### config.mk
export PLATFORM = sky130hd
export DESIGN_NAME = alu_reservation_station
export DESIGN_NICKNAME = d
export VERILOG_FILES = /design/src/rtl/alu_reservation_station.sv
export SDC_FILE = /design/constraint.sdc
export NUM_CORES = 1
export LEC_CHECK = 0
export BUFFER_PORTS_ARGS = -buffer_cell sky130_fd_sc_hd__buf_4
export CORE_MARGIN = 3
export CORE_UTILIZATION = 60
export CTS_CLUSTER_DIAMETER = 150
export CTS_CLUSTER_SIZE = 8
export DETAILED_ROUTE_END_ITERATION = 6
export PLACE_DENSITY_LB_ADDON = 0.05
export SLEW_MARGIN = 20
export SYNTH_ARGS = -nofsm -noshare
export SYNTH_HDL_FRONTEND = slang
export SYNTH_SLANG_ARGS = --single-unit
### constraint.sdc
create_clock -name clk -period 3.3 [get_ports clk]
set_input_delay 0.825 -clock clk [delete_from_list [all_inputs] [get_ports clk]]
set_output_delay 0.825 -clock clk [all_outputs]
set_load 0.1 [all_outputs]
### src/rtl/alu_reservation_station.sv
// Age-ordered ALU reservation station with CDB wakeup and oldest-ready issue.
// Optional RS_PERF_EN adds a saturating stallCycles counter output.
module alu_reservation_station #(
    parameter int WIDTH   = 31,
    parameter int ROB     = 2,
    parameter int A_WIDTH = 3,
    parameter int ENTRIES = 4
) (
    input  logic                        clk,
    input  logic                        globalResetN,
    input  logic                        flush,
    input  logic                        stationRequest,
    input  logic [1:0]                  RSstation,
    input  logic [A_WIDTH:0]            ALUControl,
    input  logic [WIDTH:0]              operand1,
    input  logic [WIDTH:0]              operand2,
    input  logic                        busy1,
    input  logic                        busy2,
    input  logic [ROB:0]                rob1,
    input  logic [ROB:0]                rob2,
    input  logic                        useImm,
    input  logic [ROB:0]                robInstr,
    input  logic                        cdbValid,
    input  logic [ROB:0]                cdbROB,
    input  logic [WIDTH:0]              cdbResult,
    input  logic                        aluReady,
    output logic                        ALUFull,
    output logic                        issueValid,
    output logic [WIDTH:0]              issueOp1,
    output logic [WIDTH:0]              issueOp2,
    output logic [A_WIDTH:0]            issueALUControl,
    output logic [ROB:0]                issueROB,
`ifdef RS_PERF_EN
    output logic [15:0]                 stallCycles,
`endif
    output logic [$clog2(ENTRIES):0]    count
);

    localparam int IW = $clog2(ENTRIES);
    localparam int CW = IW + 1;

    logic             r_valid  [ENTRIES];
    logic [A_WIDTH:0] r_aluC   [ENTRIES];
    logic [WIDTH:0]   r_v1     [ENTRIES];
    logic [WIDTH:0]   r_v2     [ENTRIES];
    logic             r_rdy1   [ENTRIES];
    logic             r_rdy2   [ENTRIES];
    logic [ROB:0]     r_tag1   [ENTRIES];
    logic [ROB:0]     r_tag2   [ENTRIES];
    logic [ROB:0]     r_robDst [ENTRIES];
    logic [CW-1:0]    r_count;

    // Post-wakeup view; the extra top slot is an empty filler for compaction.
    logic             w_wk_valid  [ENTRIES+1];
    logic [A_WIDTH:0] w_wk_aluC   [ENTRIES+1];
    logic [WIDTH:0]   w_wk_v1     [ENTRIES+1];
    logic [WIDTH:0]   w_wk_v2     [ENTRIES+1];
    logic             w_wk_rdy1   [ENTRIES+1];
    logic             w_wk_rdy2   [ENTRIES+1];
    logic [ROB:0]     w_wk_tag1   [ENTRIES+1];
    logic [ROB:0]     w_wk_tag2   [ENTRIES+1];
    logic [ROB:0]     w_wk_robDst [ENTRIES+1];

    logic             w_n_valid  [ENTRIES];
    logic [A_WIDTH:0] w_n_aluC   [ENTRIES];
    logic [WIDTH:0]   w_n_v1     [ENTRIES];
    logic [WIDTH:0]   w_n_v2     [ENTRIES];
    logic             w_n_rdy1   [ENTRIES];
    logic             w_n_rdy2   [ENTRIES];
    logic [ROB:0]     w_n_tag1   [ENTRIES];
    logic [ROB:0]     w_n_tag2   [ENTRIES];
    logic [ROB:0]     w_n_robDst [ENTRIES];
    logic [CW-1:0]    w_n_count;

    logic             w_full;
    logic             w_alloc;
    logic             w_issue;
    logic             w_found;
    logic [IW-1:0]    w_sel;
    logic [CW-1:0]    w_allocIdx;
    logic             w_match1;
    logic             w_pend2;
    logic             w_match2;

    assign w_full  = (r_count == CW'(ENTRIES));
    assign w_alloc = stationRequest && (RSstation == 2'b00) && !w_full;
    assign w_issue = w_found && aluReady;

    assign ALUFull = w_full;
    assign count   = r_count;

    always_comb begin
        w_found = 1'b0;
        w_sel   = '0;
        for (int i = ENTRIES - 1; i >= 0; i--) begin
            if (r_valid[i] && r_rdy1[i] && r_rdy2[i]) begin
                w_found = 1'b1;
                w_sel   = IW'(i);
            end
        end
    end

    always_comb begin
        issueValid      = w_found;
        issueOp1        = '0;
        issueOp2        = '0;
        issueALUControl = '0;
        issueROB        = '0;
        if (w_found) begin
            issueOp1        = r_v1[w_sel];
            issueOp2        = r_v2[w_sel];
            issueALUControl = r_aluC[w_sel];
            issueROB        = r_robDst[w_sel];
        end
    end

    always_comb begin
        for (int i = 0; i < ENTRIES; i++) begin
            w_wk_valid[i]  = r_valid[i];
            w_wk_aluC[i]   = r_aluC[i];
            w_wk_v1[i]     = r_v1[i];
            w_wk_v2[i]     = r_v2[i];
            w_wk_rdy1[i]   = r_rdy1[i];
            w_wk_rdy2[i]   = r_rdy2[i];
            w_wk_tag1[i]   = r_tag1[i];
            w_wk_tag2[i]   = r_tag2[i];
            w_wk_robDst[i] = r_robDst[i];
            if (r_valid[i] && !r_rdy1[i] && cdbValid
                && r_tag1[i] == cdbROB) begin
                w_wk_v1[i]   = cdbResult;
                w_wk_rdy1[i] = 1'b1;
            end
            if (r_valid[i] && !r_rdy2[i] && cdbValid
                && r_tag2[i] == cdbROB) begin
                w_wk_v2[i]   = cdbResult;
                w_wk_rdy2[i] = 1'b1;
            end
        end
        w_wk_valid[ENTRIES]  = 1'b0;
        w_wk_aluC[ENTRIES]   = '0;
        w_wk_v1[ENTRIES]     = '0;
        w_wk_v2[ENTRIES]     = '0;
        w_wk_rdy1[ENTRIES]   = 1'b0;
        w_wk_rdy2[ENTRIES]   = 1'b0;
        w_wk_tag1[ENTRIES]   = '0;
        w_wk_tag2[ENTRIES]   = '0;
        w_wk_robDst[ENTRIES] = '0;
    end

    // Incoming op also snoops the CDB so a same-cycle broadcast is not lost.
    assign w_match1 = busy1 && cdbValid && (rob1 == cdbROB);
    assign w_pend2  = busy2 && !useImm;
    assign w_match2 = w_pend2 && cdbValid && (rob2 == cdbROB);

    assign w_allocIdx = r_count - CW'(w_issue);
    assign w_n_count  = r_count + CW'(w_alloc) - CW'(w_issue);

    always_comb begin
        for (int i = 0; i < ENTRIES; i++) begin
            if (w_issue && IW'(i) >= w_sel) begin
                w_n_valid[i]  = w_wk_valid[i+1];
                w_n_aluC[i]   = w_wk_aluC[i+1];
                w_n_v1[i]     = w_wk_v1[i+1];
                w_n_v2[i]     = w_wk_v2[i+1];
                w_n_rdy1[i]   = w_wk_rdy1[i+1];
                w_n_rdy2[i]   = w_wk_rdy2[i+1];
                w_n_tag1[i]   = w_wk_tag1[i+1];
                w_n_tag2[i]   = w_wk_tag2[i+1];
                w_n_robDst[i] = w_wk_robDst[i+1];
            end else begin
                w_n_valid[i]  = w_wk_valid[i];
                w_n_aluC[i]   = w_wk_aluC[i];
                w_n_v1[i]     = w_wk_v1[i];
                w_n_v2[i]     = w_wk_v2[i];
                w_n_rdy1[i]   = w_wk_rdy1[i];
                w_n_rdy2[i]   = w_wk_rdy2[i];
                w_n_tag1[i]   = w_wk_tag1[i];
                w_n_tag2[i]   = w_wk_tag2[i];
                w_n_robDst[i] = w_wk_robDst[i];
            end
            if (w_alloc && CW'(i) == w_allocIdx) begin
                w_n_valid[i]  = 1'b1;
                w_n_aluC[i]   = ALUControl;
                w_n_v1[i]     = w_match1 ? cdbResult : operand1;
                w_n_v2[i]     = w_match2 ? cdbResult : operand2;
                w_n_rdy1[i]   = !busy1 || w_match1;
                w_n_rdy2[i]   = !w_pend2 || w_match2;
                w_n_tag1[i]   = rob1;
                w_n_tag2[i]   = rob2;
                w_n_robDst[i] = robInstr;
            end
        end
    end

    always_ff @(posedge clk) begin
        if (!globalResetN || flush) begin
            r_count <= '0;
            for (int i = 0; i < ENTRIES; i++) begin
                r_valid[i]  <= 1'b0;
                r_aluC[i]   <= '0;
                r_v1[i]     <= '0;
                r_v2[i]     <= '0;
                r_rdy1[i]   <= 1'b0;
                r_rdy2[i]   <= 1'b0;
                r_tag1[i]   <= '0;
                r_tag2[i]   <= '0;
                r_robDst[i] <= '0;
            end
        end else begin
            r_count <= w_n_count;
            for (int i = 0; i < ENTRIES; i++) begin
                r_valid[i]  <= w_n_valid[i];
                r_aluC[i]   <= w_n_aluC[i];
                r_v1[i]     <= w_n_v1[i];
                r_v2[i]     <= w_n_v2[i];
                r_rdy1[i]   <= w_n_rdy1[i];
                r_rdy2[i]   <= w_n_rdy2[i];
                r_tag1[i]   <= w_n_tag1[i];
                r_tag2[i]   <= w_n_tag2[i];
                r_robDst[i] <= w_n_robDst[i];
            end
        end
    end

`ifdef RS_PERF_EN
    logic [15:0] r_stall;

    // Flush does not clear this; it measures decode back-pressure over the run.
    always_ff @(posedge clk) begin
        if (!globalResetN) begin
            r_stall <= '0;
        end else if (stationRequest && RSstation == 2'b00 && w_full
                     && r_stall != 16'hFFFF) begin
            r_stall <= r_stall + 16'd1;
        end
    end

    assign stallCycles = r_stall;
`endif

endmodule
==> flow_metrics.py <==
metrics = {
    "clock_tree": {
        "clk_pin_slew_ns": 0.05,
        "clk_latency_ns": 0.54,
        "cts_tree": "yes",
        "clk_path_buf_depth": 3,
        "cts_made_buffers": 46,
        "numClockSinks": 323,
        "clockRootBuffer": "clkbuf_16",
        "htreeDepth": 2,
    },
    "floorplanning": {
        "fp.dieW_um": 182,
        "io_pins": 199,
        "die_y_um": 182,
        "core-area_um2": 30000,
        "num_rows": 63,
        "initial_utilization_pct": 61.8,
        "dieArea_um2": 33100,
    },
    "power_and_ir_drop": {
        "leakage_nw": 7.98,
        "comb_power_share_pct": 7.5,
        "vdd_drop_max_v": 0.000375,
        "switching_power_mw": 2.19,
        "p_int_mw": 6.99,
        "seq_power_share_pct": 44.8,
        "clkPwrFrac_pct": 47.7,
        "powerDensity_nw_per_um2": 391,
        "p_sw_share_pct": 23.9,
    },
    "routing": {
        "drtPass1Iterations": 6,
        "vias_per_cell": 7.25,
        "vias": 18000,
        "wirelength_um": 65600,
        "ant_nets": 0,
        "drtIter0Drc": 2394,
        "route.detailed.drc": 0,
        "avgRoutedWirePerCell_um": 26.5,
    },
    "sta": {
        "relSlewSlack_pct": 22.0,
        "hold_slack_ns": 0.498,
        "fmax_mhz": 294,
        "setup_ws_ns": -0.0999,
        "clock_skew_ns": 0.0204,
        "final_hold_viol_count": 0,
        "period_minus_slack_ns": 3.40,
        "finalSetupViolCount": 50,
        "grt_setup_unrepaired": "true",
        "layout_worst_path_cycle_share_pct": 103,
        "tightest_slew_ns": 1.17,
        "finalMaxSlewViolations": 0,
    },
    "logic_synthesis": {
        "synthAdderAreaFrac_pct": 0.310,
        "synth_area_leaders": "dfxtp_1 (27%), edfxtp_1 (11%), mux4_2 (8.6%), mux2i_1 (7.0%), a211oi_1 (5.2%)",
        "syn-num-nets": 2049,
        "synth_top_family_by_area": "compound AO/OA/AOI/OAI gates",
        "yosysMostFrequentCell": "dfxtp_1",
        "yosys.area_share.xor_xnor_pct": 1.69,
        "synthSimpleGateAreaFrac_pct": 13.9,
        "muxShareOfSynthArea_pct": 15.7,
        "synth_top_area_share_pct": 27.2,
        "synth_compound_area_share_pct": 24.3,
        "synthArstFlopShare_pct": 0,
        "yosys.cell_types.count": 55,
        "synth-seq-area-share_pct": 38.7,
        "syn_avg_cell_area_um2": 9.66,
        "ys_ff_latch": 323,
        "netlist_area_um2": 18600,
        "yosys-top-cells-count": "dfxtp_1 (252), nor2_1 (177), clkbuf_1 (150), mux2i_1 (130)",
        "syn_inst": 1922,
        "synth_largest_area_cell": "dfxtp_1",
        "ys_warn_count": 0,
        "synth_flop_cell": "dfxtp_1",
        "synth_edf_count": 71,
    },
    "worst_hold_path": {
        "whs_endpoint": "r_aluC[1][0]",
        "hold_class": "flip-flop to flip-flop",
        "whs_path_depth": 2,
        "min_from": "r_aluC[2][0]",
    },
    "global_routing": {
        "grt_pass1_vias": 17500,
        "grt_max_degree": 73,
        "grt.overflow.total": 0,
        "grt_usage_pct": 37.6,
        "grt_pass1_wl_um": 100000,
        "antenna_found_initial": 1,
    },
    "final_layout": {
        "fin_nets": 2183,
        "final_cells": 2477,
        "drive_above_1_share_pct": 29.1,
        "post-route-util_pct": 78.2,
        "syn_to_final_growth_pct": 26.5,
    },
    "run": {
        "max_cap_viol_count": 0,
    },
    "worst_setup_path": {
        "critPathRequiredTime_ns": 2.47,
        "arrival_ns": 2.57,
        "r2r_start": "r_rdy1[1]",
        "ff2ff_setup_slack_ns": 0.12,
        "r2r-end": "r_v2[0][27]",
        "crit_path_start_kind": "flip-flop",
        "cp_max_fo": 8,
        "cp-end-kind": "output pin",
        "worst-setup-path-type": "flip-flop to output pin",
        "reg2reg_depth": 12,
    },
    "place": {
        "port_buffers": 198,
        "place_inst": 2372,
        "gp_congestion": 0.904,
        "post-place-ws_ns": 0.109,
        "post-dp-hpwl_um": 37400,
    },
    "run_status": {
        "violations": "setup timing",
        "status": "finished, violations left",
    },
}
==> final cells by class <==
cell class              instances  area (um^2)
multi-input cells            1365        10800
flip-flops and latches        323         7200
fillers                      1899         6550
repair buffers                312         3670
clock buffers                  76         1280
well taps                     390          488
inverters                       8         30.0
clock inverters                 2         15.0
diodes                          1         2.50
==> cells in the final DEF (no fill, tap or decap), drive strengths merged, types with 74 or more instances in the layout <==
cell,n
buf,310
dfxtp,252
nor2,179
mux2i,130
a211oi,128
o22ai,128
nand2,97
a21oi,80
clkbuf,78
and2,74
==> cells by family after synthesis <==
kind of cell,Yosys count
AO/OA/AOI/OAI,591
adder cells (fa/ha/maj),4
multiplexers,203
XOR/XNOR,35
AND/OR/NAND/NOR,532
buffers and inverters,234
flip-flops,323
==> sequential cells by signal (all words and copies together), names as in the netlist <==
name	count
r_v1	128
r_v2	128
r_tag1	12
r_tag2	12
r_rdy2	4
r_valid	4
count	3
r_rdy1	4
r_robDst	12
r_aluC	16
==> worst max path at each step <==
stage,slack (ns),end,from
2_1_floorplan,0.006,r_v1[0][0],count[2]
4_1_cts,-0.08,issueOp2[9],r_rdy2[3]
3_5_place_dp,0.11,r_v1[0][31],cdbROB[2]
5_1_grt,-0.16,issueOp2[9],r_rdy1[2]
6_report,-0.1,issueOp2[9],r_rdy1[2]
3_3_place_gp,0.20,r_v1[0][31],cdbROB[2]
==> layer usage <==
metal | global-route usage [%] | vias to the layer above | part of all wire (%)
met4 | 15.6 | 0 | 3.8
li1 | - | 7590 | -
met3 | 6.85 | 231 | 12
met1 | 51.1 | 8755 | 38
met5 | 0 | - | 0
met2 | 59.4 | 1386 | 47
==> power groups by stage <==
stage                     Combinational (mW)  Sequential [mW]  Clock, mW
after detailed placement               0.663             4.19          0
after CTS                              0.669             4.11       4.38
after floorplan                        0.376             4.18          0
after global routing                   0.726             4.11       4.56
after global placement                 0.652             4.19          0
final                                  0.690             4.11       4.38
==> critical path, stage by stage (launching register included) <==
cell     delay (ns)
dfxtp_2        0.36
and3_4         0.20
nor2_2         0.05
nor2_4         0.10
buf_12         0.18
buf_12         0.14
buf_16         0.14
mux4_2         0.52
and2_4         0.18
buf_12         0.16
==> per-stage QoR <==
step                power (mW)  cell area, um^2  setup TNS (ns)
finish                    9.18            23500           -1.87
global placement          4.84            21000               0
detailed placement        4.85            21000               0
floorplan                 4.56            18700               0
global route              9.39            23500           -5.26
CTS                       9.16            23200           -1.09
==> what timing repair did <==
action | CTS | global route
setup buffers | 13 | 8
resized for setup | 215 | 39
gates cloned | 3 | 3
pin swaps | 2 | 3
setup endpoints to repair | 71 | 71
hold buffers | 0 | 0
(Power assumes the default switching activity.)
